$ cat config.mk
export PLATFORM = sky130hd
export DESIGN_NAME = pipeline_run_monitor
export DESIGN_NICKNAME = d
export VERILOG_FILES = /design/src/rtl/pipeline_run_monitor_pkg.sv /design/src/rtl/pipeline_run_monitor_shadow_regfile.sv /design/src/rtl/pipeline_run_monitor.sv
export SDC_FILE = /design/constraint.sdc
export NUM_CORES = 2
export LEC_CHECK = 0
export ABC_AREA = 1
export CAP_MARGIN = 0
export CORE_UTILIZATION = 50
export CTS_BUF_LIST = sky130_fd_sc_hd__clkbuf_8
export CTS_CLUSTER_SIZE = 40
export DETAILED_ROUTE_END_ITERATION = 6
export DONT_BUFFER_PORTS = 1
export GPL_ROUTABILITY_DRIVEN = 0
export GPL_TIMING_DRIVEN = 0
export SLEW_MARGIN = 10
export SYNTH_ARGS = -nofsm -noshare
export SYNTH_HDL_FRONTEND = slang
export SYNTH_HIERARCHICAL = 1
export SYNTH_SLANG_ARGS = --single-unit
$ cat constraint.sdc
create_clock -name clk -period 6.5 [get_ports clk]
set_input_delay 0.975 -clock clk [delete_from_list [all_inputs] [get_ports clk]]
set_output_delay 0.975 -clock clk [all_outputs]
set_load 0.02 [all_outputs]
$ cat src/rtl/pipeline_run_monitor_pkg.sv
// run_monitor_pkg: shared types and constants for pipeline_run_monitor.
//   run_state_t  - monitor FSM encoding, also driven out on the `state` port
//   RV_ECALL     - ECALL encoding; seeing it in ID starts the drain
//   RV_NUM_REGS  - architectural register count mirrored by the shadow file
package run_monitor_pkg;

    typedef enum logic [2:0] {
        IDLE    = 3'd0,
        RUN     = 3'd1,
        DRAIN   = 3'd2,
        HALTED  = 3'd3,
        TIMEOUT = 3'd4
    } run_state_t;

    localparam logic [31:0] RV_ECALL    = 32'h0000_0073;
    localparam int          RV_NUM_REGS = 32;
    localparam int          RV_REG_AW   = 5;

    function automatic logic is_terminal(input run_state_t s);
        return (s == HALTED) || (s == TIMEOUT);
    endfunction

endpackage

$ cat src/rtl/pipeline_run_monitor_shadow_regfile.sv
// shadow_regfile: 32 x XLEN mirror of the core register file, fed from write-back.
//   clk, reset   - clock, synchronous active-high clear of every entry
//   we/waddr/wdata - write port; writes to x0 are dropped so x0 stays 0
//   raddr/rdata  - debug read port, one-cycle latency, returns pre-write value
//   tap_rdata    - combinational view of entry TAP_REG (pass/fail register)
module shadow_regfile
    import run_monitor_pkg::*;
#(
    parameter int XLEN    = 32,
    parameter int TAP_REG = 10
) (
    input  logic                 clk,
    input  logic                 reset,
    input  logic                 we,
    input  logic [RV_REG_AW-1:0] waddr,
    input  logic [XLEN-1:0]      wdata,
    input  logic [RV_REG_AW-1:0] raddr,
    output logic [XLEN-1:0]      rdata,
    output logic [XLEN-1:0]      tap_rdata
);

    localparam logic [RV_REG_AW-1:0] TAP_IDX = RV_REG_AW'(TAP_REG);

    logic [RV_NUM_REGS-1:0][XLEN-1:0] regs_q, regs_d;
    logic [XLEN-1:0]                  rdata_q, rdata_d;

    always_comb begin
        regs_d = regs_q;
        if (we && (waddr != '0)) begin
            regs_d[waddr] = wdata;
        end
        regs_d[0] = '0;
        // Read from the current state, so a same-cycle write is not visible.
        rdata_d = regs_q[raddr];
    end

    always_ff @(posedge clk) begin
        if (reset) begin
            regs_q  <= '0;
            rdata_q <= '0;
        end else begin
            regs_q  <= regs_d;
            rdata_q <= rdata_d;
        end
    end

    assign rdata     = rdata_q;
    assign tap_rdata = regs_q[TAP_IDX];

endmodule

$ cat src/rtl/pipeline_run_monitor.sv
// pipeline_run_monitor: run-control and self-check monitor for a pipelined RV core.
// Watches fetch PC, the ID instruction and write-back; ends the run on ECALL
// (after a drain), on a PC self-loop, or on a cycle timeout, then freezes the
// counters and reports pass/fail from shadow register PASS_REG.
//   clk, reset            - clock, synchronous active-high reset
//   pc_out, inst_id       - fetch PC and ID-stage instruction
//   wb_valid/wb_rd/wdata_wb - core write-back port
//   dbg_raddr/dbg_rdata   - shadow register read, one-cycle latency
//   state                 - run_state_t encoding
//   done/pass/fail        - run verdict, registered
//   cycle_count           - cycles spent in RUN+DRAIN (saturating)
//   retired_count         - wb_valid cycles in RUN+DRAIN (saturating)
module pipeline_run_monitor
    import run_monitor_pkg::*;
#(
    parameter int XLEN           = 32,
    parameter int CNT_W          = 32,
    parameter int MAX_CYCLES     = 1000,
    parameter int PC_STALL_LIMIT = 4,
    parameter int DRAIN_CYCLES   = 3,
    parameter int PASS_REG       = 10,
    parameter int PASS_VALUE     = 0
) (
    input  logic                 clk,
    input  logic                 reset,
    input  logic [XLEN-1:0]      pc_out,
    input  logic [31:0]          inst_id,
    input  logic                 wb_valid,
    input  logic [RV_REG_AW-1:0] wb_rd,
    input  logic [XLEN-1:0]      wdata_wb,
    input  logic [RV_REG_AW-1:0] dbg_raddr,
    output logic [XLEN-1:0]      dbg_rdata,
    output logic [2:0]           state,
    output logic                 done,
    output logic                 pass,
    output logic                 fail,
    output logic [CNT_W-1:0]     cycle_count,
    output logic [CNT_W-1:0]     retired_count
);

    localparam int STALL_W = $clog2(PC_STALL_LIMIT + 1);
    localparam int DRAIN_W = $clog2(DRAIN_CYCLES + 1);
    localparam logic [RV_REG_AW-1:0] PASS_IDX = RV_REG_AW'(PASS_REG);

    run_state_t       state_q, state_d;
    logic [CNT_W-1:0] cycle_q, cycle_d;
    logic [CNT_W-1:0] retired_q, retired_d;
    logic [STALL_W-1:0] stall_cnt_q, stall_cnt_d;
    logic [XLEN-1:0]  last_pc_q, last_pc_d;
    logic [DRAIN_W-1:0] drain_cnt_q, drain_cnt_d;
    logic             done_q, done_d;
    logic             pass_q, pass_d;
    logic             fail_q, fail_d;

    logic             active;
    logic             wr_en;
    logic [CNT_W-1:0] cycle_inc;
    logic             timeout_hit;
    logic             ecall_hit;
    logic             pc_same;
    logic [STALL_W-1:0] stall_inc;
    logic             stall_hit;
    logic             drain_done;
    logic [XLEN-1:0]  pass_tap;
    logic [XLEN-1:0]  pass_src;

    assign active = (state_q == RUN) || (state_q == DRAIN);
    assign wr_en  = active && wb_valid;

    shadow_regfile #(
        .XLEN    (XLEN),
        .TAP_REG (PASS_REG)
    ) u_shadow (
        .clk       (clk),
        .reset     (reset),
        .we        (wr_en),
        .waddr     (wb_rd),
        .wdata     (wdata_wb),
        .raddr     (dbg_raddr),
        .rdata     (dbg_rdata),
        .tap_rdata (pass_tap)
    );

    always_comb begin
        cycle_inc   = (cycle_q == '1) ? cycle_q : cycle_q + 1'b1;
        timeout_hit = (cycle_inc >= CNT_W'(MAX_CYCLES));
        ecall_hit   = (inst_id == RV_ECALL);

        // A zero count means no PC has been sampled yet in this run.
        pc_same   = (stall_cnt_q != '0) && (pc_out == last_pc_q);
        stall_inc = !pc_same ? STALL_W'(1) :
                    (stall_cnt_q == '1) ? stall_cnt_q : stall_cnt_q + 1'b1;
        stall_hit = (stall_inc >= STALL_W'(PC_STALL_LIMIT));

        drain_done = (drain_cnt_q == DRAIN_W'(DRAIN_CYCLES - 1));

        // The result register may be written on the very edge that ends
        // the run; judge the run on that value, not the stale one.
        pass_src = (wr_en && (wb_rd == PASS_IDX) && (wb_rd != '0)) ? wdata_wb : pass_tap;
    end

    always_comb begin
        state_d = state_q;
        unique case (state_q)
            IDLE:  state_d = RUN;
            // Halt conditions are checked before the timeout so they win a tie.
            RUN: begin
                if (ecall_hit)        state_d = DRAIN;
                else if (stall_hit)   state_d = HALTED;
                else if (timeout_hit) state_d = TIMEOUT;
            end
            DRAIN: begin
                if (drain_done)       state_d = HALTED;
                else if (timeout_hit) state_d = TIMEOUT;
            end
            default: state_d = state_q;
        endcase
    end

    always_comb begin
        cycle_d     = active ? cycle_inc : cycle_q;
        retired_d   = retired_q;
        if (wr_en && (retired_q != '1)) begin
            retired_d = retired_q + 1'b1;
        end

        stall_cnt_d = '0;
        last_pc_d   = last_pc_q;
        if (state_q == RUN) begin
            stall_cnt_d = stall_inc;
            last_pc_d   = pc_out;
        end

        drain_cnt_d = '0;
        if ((state_q == DRAIN) && !drain_done) begin
            drain_cnt_d = drain_cnt_q + 1'b1;
        end

        done_d = done_q;
        pass_d = pass_q;
        fail_d = fail_q;
        if (active) begin
            done_d = is_terminal(state_d);
            pass_d = (state_d == HALTED) && (pass_src == XLEN'(PASS_VALUE));
            fail_d = is_terminal(state_d) && !pass_d;
        end
    end

    always_ff @(posedge clk) begin
        if (reset) begin
            state_q     <= IDLE;
            cycle_q     <= '0;
            retired_q   <= '0;
            stall_cnt_q <= '0;
            last_pc_q   <= '0;
            drain_cnt_q <= '0;
            done_q      <= 1'b0;
            pass_q      <= 1'b0;
            fail_q      <= 1'b0;
        end else begin
            state_q     <= state_d;
            cycle_q     <= cycle_d;
            retired_q   <= retired_d;
            stall_cnt_q <= stall_cnt_d;
            last_pc_q   <= last_pc_d;
            drain_cnt_q <= drain_cnt_d;
            done_q      <= done_d;
            pass_q      <= pass_d;
            fail_q      <= fail_d;
        end
    end

    assign state         = state_q;
    assign done          = done_q;
    assign pass          = pass_q;
    assign fail          = fail_q;
    assign cycle_count   = cycle_q;
    assign retired_count = retired_q;

endmodule
==> run metrics <==
status=finished with violations; failing checks=DRC, capacitance limit, slew limit; DP Cell Count=9510; Critical Path RT=7260 ps; later-pin clock latency in the skew report=900 ps; I/O Buffers=0; Setup Crit Path Kind=reg2reg; top_reg_cell synth=dfxtp_1; die span in x=329 um; number of cell rows=119; Final TNS setup=0 ps; VDD IR-drop max=0.226 mV; largest net degree at the start of global routing=17; setup bufs post-CTS=0; relative slew slack=-2.92%; commonest non-fill, non-tap cell in the layout=nor2_1; cts bufs inserted=195; Pins Over Slew Limit=33; post-CTS sizing=0; worst setup margin=2220 ps; synth warn=6; clk buf depth=3; vias in the first global route=50500; TritonCTS clock tree=built; Detailed Route WL=249 mm; antenna violations before repair=28; starting density of the core=50.5%; Post-route DRC=216; worst reg2reg startpoint=state[0]; Final ANT Viol Nets=0; Slew @ Worst Pin=1540 ps; fmax=233 MHz; highest-count cells in the layout ignoring fill and taps=1649 x nor2_1, 1325 x nand2_1, 1131 x dfxtp_1; cells after synthesis=8118; hold path startpoint=reset; 1st-iter DRT viols=9552; Final min period=4280 ps; Top-Level Pins=211; clock skew=40.7 ps; Final Instance Count excl. Fillers=9885; total nets after synthesis=8232; Vias=57700; max-cap check violation count=3; CTS HTree Levels=4; fill count=11100; FF+latch count, synth=1131; RSZ-0062 raised after global routing=false; GRT Resource Usage Total=44.5%; Reg2Reg Depth=13; Hold Fails Final Rpt=0; EDFF count, synth=0; CP arrival=5040 ps; root buffer cell=clkbuf_8; Yosys cell types=56; Clk pin slew, worst setup/hold paths=60 ps; TritonRoute pass-1 iters=7; FFs w/ async S/R, synth=0%; register area share after synthesis=42.4%; die area=108000 sq um; reg-to-reg critical path endpoint=u_shadow/regs_q[912]; Worst Hold Depth=1; Min-Delay Path Class=in2reg; Nets=8430; Detail Placement HPWL=183 mm; worst-path maximum fanout=10; Critical Path Start Type=flop; core area=106000 sq um; Via density=5.84; Synth Cell Area=53300 sq um; pre-CTS setup slack=2180 ps; hold_buf cts=0; first-pass GRT wire length=348 mm; die height=329 um; Syn Area/Cell=6.57 sq um; power per cell area=271 nW/um^2; Tot Pwr=16100 uW; total gr overflow=0; clock sink count=1131; Leak=0.0241 uW; crit end category=flop; worst reg2reg setup slack=2220 ps; WL/cell=25.1 um; final setup violation count=0; part of the cycle the worst path needs=65.9%; fraction of layout cells with a size suffix above 1=6.45%; Layout Area Growth over Synthesis=11.2%; worst hold path endpoint=stall_cnt_q[1]
-- cells in the mapped netlist (all sizes together) (2+ instances only) --
library cell / instances / area, sq um
a211oi: 6 / 45.0
a21oi: 443 / 2220
a31oi: 2 / 12.5
and2: 3 / 18.8
buf: 174 / 1090
clkbuf: 496 / 1880
clkinv: 6 / 26.3
dfxtp: 1131 / 22600
ha: 5 / 62.6
inv: 791 / 2970
nand2: 1340 / 5090
nand3: 728 / 3790
nand3b: 5 / 37.5
nand4: 33 / 206
nor2: 1671 / 6400
nor3: 23 / 159
nor3b: 3 / 27.5
nor4: 27 / 169
o211ai: 53 / 398
o21a: 3 / 22.5
o21ai: 1121 / 5610
o21bai: 8 / 63.8
or2: 8 / 50.1
xnor2: 13 / 114
xor2: 18 / 158
-- cells by family (layout without fill, tap and decap cells) --
family	count (synthesis)	in the layout	share of synthesized area, %
AO/OA/AOI/OAI	1641	1641	15.8
XOR/XNOR	31	31	0.509
adder cells (fa/ha/maj)	5	5	0.117
buffers and inverters	1467	1827	11.2
flip-flops	1131	1131	42.4
other	0	16	0
AND/OR/NAND/NOR	3843	3843	29.9
-- worst max-delay path: stages (launching register included) --
cell and delay [ps]:
dfxtp_1 550, inv_1 160, nor3_4 310, inv_2 90, nand2_4 150, inv_4 80
nor2_8 290, clkbuf_1 380, nand2_1 460, nor2_1 600, inv_2 240, clkbuf_1 420
o21ai_0 320, a21oi_1 60
-- final cells by class --
type                       count  area [sq um]  area share [%]
sequential                  1131         22600            38.2
multi-input combinational   5520         24700            41.7
antenna                       16          40.0          0.0675
timing repair buffer           1          15.0          0.0253
tap                         1391          1740            2.93
clock inverter               101           626            1.05
inverter                     797          3000            5.05
clock buffer                 258          3550            5.99
buffer                       670          2990            5.03
-- power breakdown --
part | total (uW) | internal, uW | switching (uW)
registers | 7250 | 7060 | 185
clock network | 6910 | 3810 | 3100
logic | 1930 | 455 | 1470
total | 16100 | 11300 | 4760
-- registers in the layout, indices dropped and copies added (netlist names), 3 cells and up --
name,count
u_shadow/tap_rdata,32
cycle_count,32
u_shadow/regs_q,960
stall_cnt_q,3
u_shadow/rdata,32
state,3
retired_count,32
last_pc_q,32
-- stage by stage --
| stage | hold WS (ps) | area (sq um) | utilization, % |
|---|---|---|---|
| finish | 176 | 59300 | 56.2 |
| global route | 169 | 59300 | 56.2 |
| CTS | 120 | 59300 | 56.1 |
| detailed placement | 407 | 55100 | 52.2 |
| global placement | 402 | 55100 | 52.2 |
| floorplan | 391 | 53300 | - |
-- routing by layer --
metal / wire length [um] / vias up / track usage (%) / part of all wire [%]
met1: 96300 / 26800 / 57.9 / 39
met5: 102 / - / 0.710 / 0.041
li1: - / 26200 / - / -
met2: 97200 / 3849 / 61.3 / 39
met3: 38000 / 781 / 18.0 / 15
met4: 17000 / 14 / 26.5 / 6.8
-- how the worst max path moves through the flow --
stage,from,endpoint,slack (ps),cells after the start
after floorplan,pc_out[4],fail,4000,19
after global placement,dbg_raddr[0],u_shadow/rdata[3],2050,10
after detailed placement,dbg_raddr[0],u_shadow/rdata[16],2180,9
after CTS,state[0],u_shadow/regs_q[171],2390,13
after global routing,state[0],u_shadow/regs_q[183],2090,13
final,state[0],u_shadow/regs_q[912],2220,13
(Power assumes the default switching activity.)
